<file path="src/rtl/boot_pkg.sv">
// Shared types and constants for the boot loader and its RAM bus mux.
package boot_pkg;

  // Loader sequencing states; RUN is the only state where the CPU owns the RAM bus.
  typedef enum logic [2:0] {
    IDLE,
    LEN_HI,
    LEN_LO,
    LOAD,
    CSUM,
    RELEASE,
    RUN,
    FAIL
  } boot_state_e;

  // Frame header is a big-endian 16-bit length.
  localparam int HDR_LEN = 2;

  // Checksum is the 8-bit wrapping sum of the payload bytes.
  localparam int CSUM_W = 8;

endpackage

</file>
<file path="src/rtl/boot_bus_mux.sv">
// Combinational RAM bus select: the loader drives the RAM until the CPU is running.
module boot_bus_mux #(
  parameter int ADDR_W = 16
) (
  input  logic              run_sel,
  input  logic [ADDR_W-1:0] ld_addr,
  input  logic [7:0]        ld_di,
  input  logic              ld_we,
  input  logic [ADDR_W-1:0] cpu_addr,
  input  logic [7:0]        cpu_do,
  input  logic              cpu_we,
  output logic [ADDR_W-1:0] ram_addr,
  output logic [7:0]        ram_di,
  output logic              ram_we
);

  // Pure select; CPU writes are dropped whenever the CPU does not own the bus.
  always_comb begin
    ram_addr = ld_addr;
    ram_di   = ld_di;
    ram_we   = ld_we;
    if (run_sel) begin
      ram_addr = cpu_addr;
      ram_di   = cpu_do;
      ram_we   = cpu_we;
    end
  end

endmodule

</file>
<file path="src/rtl/boot_loader.sv">
// Boot sequencer: loads a framed byte stream into RAM, verifies its checksum,
// then releases the CPU from reset and hands it the RAM bus.
module boot_loader
  import boot_pkg::*;
#(
  parameter int unsigned       ADDR_W    = 16,
  parameter logic [ADDR_W-1:0] BASE_ADDR = '0,
  parameter int unsigned       MEM_SIZE  = 65536,
  parameter int unsigned       RST_HOLD  = 4
) (
  input  logic              clk,
  input  logic              rst,
  input  logic [7:0]        ld_data,
  input  logic              ld_valid,
  output logic              ld_ready,
  input  logic              reload,
  input  logic [ADDR_W-1:0] cpu_addr,
  input  logic [7:0]        cpu_do,
  input  logic              cpu_we,
  output logic [ADDR_W-1:0] ram_addr,
  output logic [7:0]        ram_di,
  output logic              ram_we,
  output logic              cpu_rst,
  output logic              busy,
  output logic              done,
  output logic              err
);

  // Bytes of RAM available for a payload starting at BASE_ADDR.
  localparam int unsigned AVAIL = MEM_SIZE - 32'(BASE_ADDR);

  boot_state_e       state_q, state_d;
  logic              ld_ready_q, ld_ready_d;
  logic              cpu_rst_q, cpu_rst_d;
  logic [7:0]        len_hi_q, len_hi_d;
  logic [15:0]       len_q, len_d;
  logic [15:0]       count_q, count_d;
  logic [CSUM_W-1:0] sum_q, sum_d;
  logic [7:0]        hold_q, hold_d;

  logic              acc;
  logic [15:0]       frame_len;
  logic              ld_we;
  logic [ADDR_W-1:0] ld_addr;

  assign acc       = ld_valid & ld_ready_q;
  assign frame_len = {len_hi_q, ld_data};
  assign ld_we     = (state_q == LOAD) & acc;
  assign ld_addr   = BASE_ADDR + ADDR_W'(count_q);

  assign ld_ready = ld_ready_q;
  assign cpu_rst  = cpu_rst_q;
  assign busy     = (state_q != RUN) && (state_q != FAIL);
  assign done     = (state_q == RUN);
  assign err      = (state_q == FAIL);

  // Next-state logic, frame parsing, payload counting and checksum accumulation.
  always_comb begin
    state_d  = state_q;
    len_hi_d = len_hi_q;
    len_d    = len_q;
    count_d  = count_q;
    sum_d    = sum_q;
    hold_d   = hold_q;
    unique case (state_q)
      IDLE: begin
        state_d = LEN_HI;
        count_d = '0;
        sum_d   = '0;
      end
      LEN_HI: begin
        if (acc) begin
          len_hi_d = ld_data;
          state_d  = LEN_LO;
        end
      end
      LEN_LO: begin
        if (acc) begin
          len_d = frame_len;
          if (32'(frame_len) > AVAIL) begin
            state_d = FAIL;
          end else if (frame_len == 16'd0) begin
            state_d = CSUM;
          end else begin
            state_d = LOAD;
          end
        end
      end
      LOAD: begin
        if (acc) begin
          count_d = count_q + 16'd1;
          sum_d   = sum_q + ld_data;
          if (count_q == len_q - 16'd1) begin
            state_d = CSUM;
          end
        end
      end
      CSUM: begin
        if (acc) begin
          hold_d  = '0;
          state_d = (ld_data == sum_q) ? RELEASE : FAIL;
        end
      end
      RELEASE: begin
        if (hold_q == 8'(RST_HOLD - 1)) begin
          state_d = RUN;
        end else begin
          hold_d = hold_q + 8'd1;
        end
      end
      RUN, FAIL: begin
        if (reload) begin
          state_d = LEN_HI;
          count_d = '0;
          sum_d   = '0;
        end
      end
      default: state_d = IDLE;
    endcase
  end

  // Registered handshake and CPU reset follow the state being entered.
  always_comb begin
    ld_ready_d = (state_d == LEN_HI) || (state_d == LEN_LO) ||
                 (state_d == LOAD)   || (state_d == CSUM);
    cpu_rst_d  = (state_d != RUN);
  end

  // State and datapath registers.
  always_ff @(posedge clk or posedge rst) begin
    if (rst) begin
      state_q    <= IDLE;
      ld_ready_q <= 1'b0;
      cpu_rst_q  <= 1'b1;
      len_hi_q   <= '0;
      len_q      <= '0;
      count_q    <= '0;
      sum_q      <= '0;
      hold_q     <= '0;
    end else begin
      state_q    <= state_d;
      ld_ready_q <= ld_ready_d;
      cpu_rst_q  <= cpu_rst_d;
      len_hi_q   <= len_hi_d;
      len_q      <= len_d;
      count_q    <= count_d;
      sum_q      <= sum_d;
      hold_q     <= hold_d;
    end
  end

  boot_bus_mux #(
    .ADDR_W(ADDR_W)
  ) u_bus_mux (
    .run_sel  (state_q == RUN),
    .ld_addr  (ld_addr),
    .ld_di    (ld_data),
    .ld_we    (ld_we),
    .cpu_addr (cpu_addr),
    .cpu_do   (cpu_do),
    .cpu_we   (cpu_we),
    .ram_addr (ram_addr),
    .ram_di   (ram_di),
    .ram_we   (ram_we)
  );

endmodule

</file>
<file path="config.mk">
export PLATFORM = sky130hd
export DESIGN_NAME = boot_loader
export DESIGN_NICKNAME = d
export VERILOG_FILES = /design/src/rtl/boot_pkg.sv /design/src/rtl/boot_bus_mux.sv /design/src/rtl/boot_loader.sv
export SDC_FILE = /design/constraint.sdc
export NUM_CORES = 1
export LEC_CHECK = 0
export BUFFER_PORTS_ARGS = -buffer_cell sky130_fd_sc_hd__buf_2
export CORE_UTILIZATION = 30
export CTS_BUF_LIST = sky130_fd_sc_hd__clkbuf_2
export DETAILED_ROUTE_END_ITERATION = 8
export GPL_TIMING_DRIVEN = 0
export PLACE_DENSITY_LB_ADDON = 0.05
export REMOVE_ABC_BUFFERS = 1
export SKIP_CTS_REPAIR_TIMING = 1
export SLEW_MARGIN = 10
export SYNTH_ARGS = -nofsm -noshare
export SYNTH_HDL_FRONTEND = slang
export SYNTH_SLANG_ARGS = --single-unit
export TNS_END_PERCENT = 30
</file>
<file path="constraint.sdc">
create_clock -name clk -period 3.1 [get_ports clk]
set_clock_uncertainty 0.1 [all_clocks]
set_input_delay 0.62 -clock clk [delete_from_list [all_inputs] [get_ports clk]]
set_output_delay 0.62 -clock clk [all_outputs]
set_load 0.01 [all_outputs]
</file>
==> run metrics <==
H-Tree Depth 3; Post-Syn Area per Cell ~9.8 sq um; worst hold-check path type input pin to flop; clk_lat worst skew slightly above 0.5 ns; Mapped Cells roughly 390; arrival time at the worst endpoint 3.30 ns; worst hold start ld_data[6]; Area Growth Syn to Fin 18.6%; P_leak 2.09 nW; clk root buf clkbuf_2; Hold EP len_q[6]; wire length per cell 15.3 um; register area share after synthesis roughly two fifths; hold path depth 2; synth cell count leaders dfrtp_1, mux2_1, nand2_1; first-pass GRT wire length 15.8 mm; wirelength, routed roughly 10 mm; Synth area leaders dfrtp_1, mux2_1, xnor2_1; Die X 115 um; clk buf depth 2; die height 115 um; HPWL Detailed ~7.4 mm; FF-to-FF path depth 7; placed cell area 0.00439 sq mm; Initial Utilization 31.4%; Final nets between 500 and 600; Ant. Diodes 0; share of the synthesized area in the top cell type roughly two fifths; initial DRC count 107; Reg clk slew, reported paths ~0.19 ns; cell with the most instances after synthesis dfrtp_1; CP max FO 9; Antenna Violating Nets Remaining 0; Async S/R FF share, synth 100%; TritonRoute pass-1 iters 4; Crit. End Element flop; yosys synthesis warning count 0; slew of the pin with the lowest slew margin ~1.0 ns; detailed-route DRC error count 0; share of cells above drive strength 1 22.5%; maximum vdd drop roughly 0.19 mV; port bufs 66; Main synth FF type dfrtp_1; largest net degree at the start of global routing 38; Max Clk Rate ~330 MHz; status complete, no violations; vias in the first global route 2,955; total track usage 15.9%; row count 40; FF+latch count, synth 61; GP Congestion 0.825; CP Data Required Time about 3.4 ns; Core ar. approximately 0.012 sq mm; Synth cell types 57; Final Cell Area about 0.0045 sq mm; Num CTS Buffers 9; Tmin final about 3 ns; placed cells 616; Final Hold Viols 0; DR vias 3,103; CTS Sinks between 60 and 70; CTS tree done; reg-to-reg startpoint len_q[7]; pwr dens between 400 and 500 mW/mm^2; unrepaired setup endpoints after global routing no; Final Cycle Share between 90% and 100%; Worst R2R Setup Slack between 0.1 and 0.15 ns; Remaining Overflow, GRT 0; initial antenna violation count 0; vias per cell between 4 and 5; Max-Cap Viols 0; final cell count without fillers 634; Setup crit start kind flop; cell accounting for the most synthesized area dfrtp_1; Setup Viol. Count Final 0; reg2reg end cpu_rst; final slew viol count 0; Util after Layout between 30 and 40%; # IOs 67; Post-synth EDFFs 0; Total Power a little over 0.002 W; Setup CP Type flop to flop; die outline area roughly 0.013 sq mm; synthesized cell area between 0.003 and 0.004 sq mm; slew margin rel. roughly 33%
-- flip-flops by register name, indices dropped and copies added (netlist names) --
signal	count
count_q	16
len_q	16
hold_q	8
len_hi_q	8
sum_q	8
state_q	3
cpu_rst	1
ld_ready	1
-- logic make-up after synthesis --
kind of cell | Yosys count | share of synthesized area [%]
and+or+nand+nor | 138 | 19.1
AOI/OAI and AO/OA | 72 | 12.4
DFF | 61 | 39.9
muxes | 45 | 13.2
xor gates and xnor gates | 40 | 9.14
buffers and inverters | 25 | 2.48
adders and majority gates | 11 | 3.79
-- power by group --
group / internal (W) / leakage (nW) / switching [W]
Sequential: 0.000879 / 0.778 / 0.000103
Clock: 0.000188 / 0.0694 / 0.000311
Combinational: 0.000289 / 1.24 / 0.000298
-- layout make-up --
type / instances / area (sq um)
fillers: 1277 / 7670
multi-input cells: 306 / 2240
flip-flops and latches: 61 / 1530
repair buffers: 70 / 408
well taps: 168 / 210
clock buffers: 11 / 55.1
clock inverters: 5 / 51.3
inverters: 13 / 51.3
-- through the flow --
stage | hold slack (ns) | TNS (ns) | worst slack, ns
after detailed placement | 0.386 | -0.00463 | -0.00463
final | 0.286 | 0 | 0.115
after floorplan | 0.360 | -2.51 | -0.120
after global routing | 0.254 | 0 | 0.0179
after CTS | -0.0658 | -3.79 | -0.253
after global placement | 0.377 | -31.26 | -0.968
-- worst max path at each step --
stage,start,to,slack (ns)
after global placement,state_q[2],ram_addr[9],-0.97
after CTS,state_q[2],ram_addr[9],-0.25
after detailed placement,ld_data[6],ld_ready,-0.005
final,len_q[7],cpu_rst,0.11
after floorplan,state_q[2],ram_addr[0],-0.12
after global routing,len_q[0],cpu_rst,0.02
-- critical path, stage by stage (launching register included) --
cell,delay (ns)
dfrtp_1,0.52
or4_1,0.63
or3_1,0.36
a21oi_2,0.14
o21ai_1,0.06
or4_4,0.56
o31ai_2,0.39
nand4_1,0.14
-- cell usage in the layout (no fill, tap or decap), types with 3 or more instances in the layout --
cell type and n:
buf_2 66, dfrtp_1 59, mux2_1 44, nand2_1 34, xnor2_1 28, nor2_1 27, o21ai_1 19, a21oi_1 16
xor2_1 12, clkbuf_2 11, ha_1 10, nand3_1 9, inv_1 9, or3_1 9, nor4_1 8, nand4_1 8
and3_1 8, o21ai_0 6, nor3_1 5, a21o_1 4, or4_1 4, a22o_1 4, inv_2 3, or2_2 3
nor2b_1 3, and2_1 3, a31oi_1 3
-- metal layers --
layer,up-vias,share of wire [%],global-route usage (%)
met5,-,0,0
met4,0,1.2,6.23
met3,7,3.0,2.21
met2,61,44,24.7
met1,1476,51,22.2
li1,1559,-,-
(Power assumes the default switching activity.)
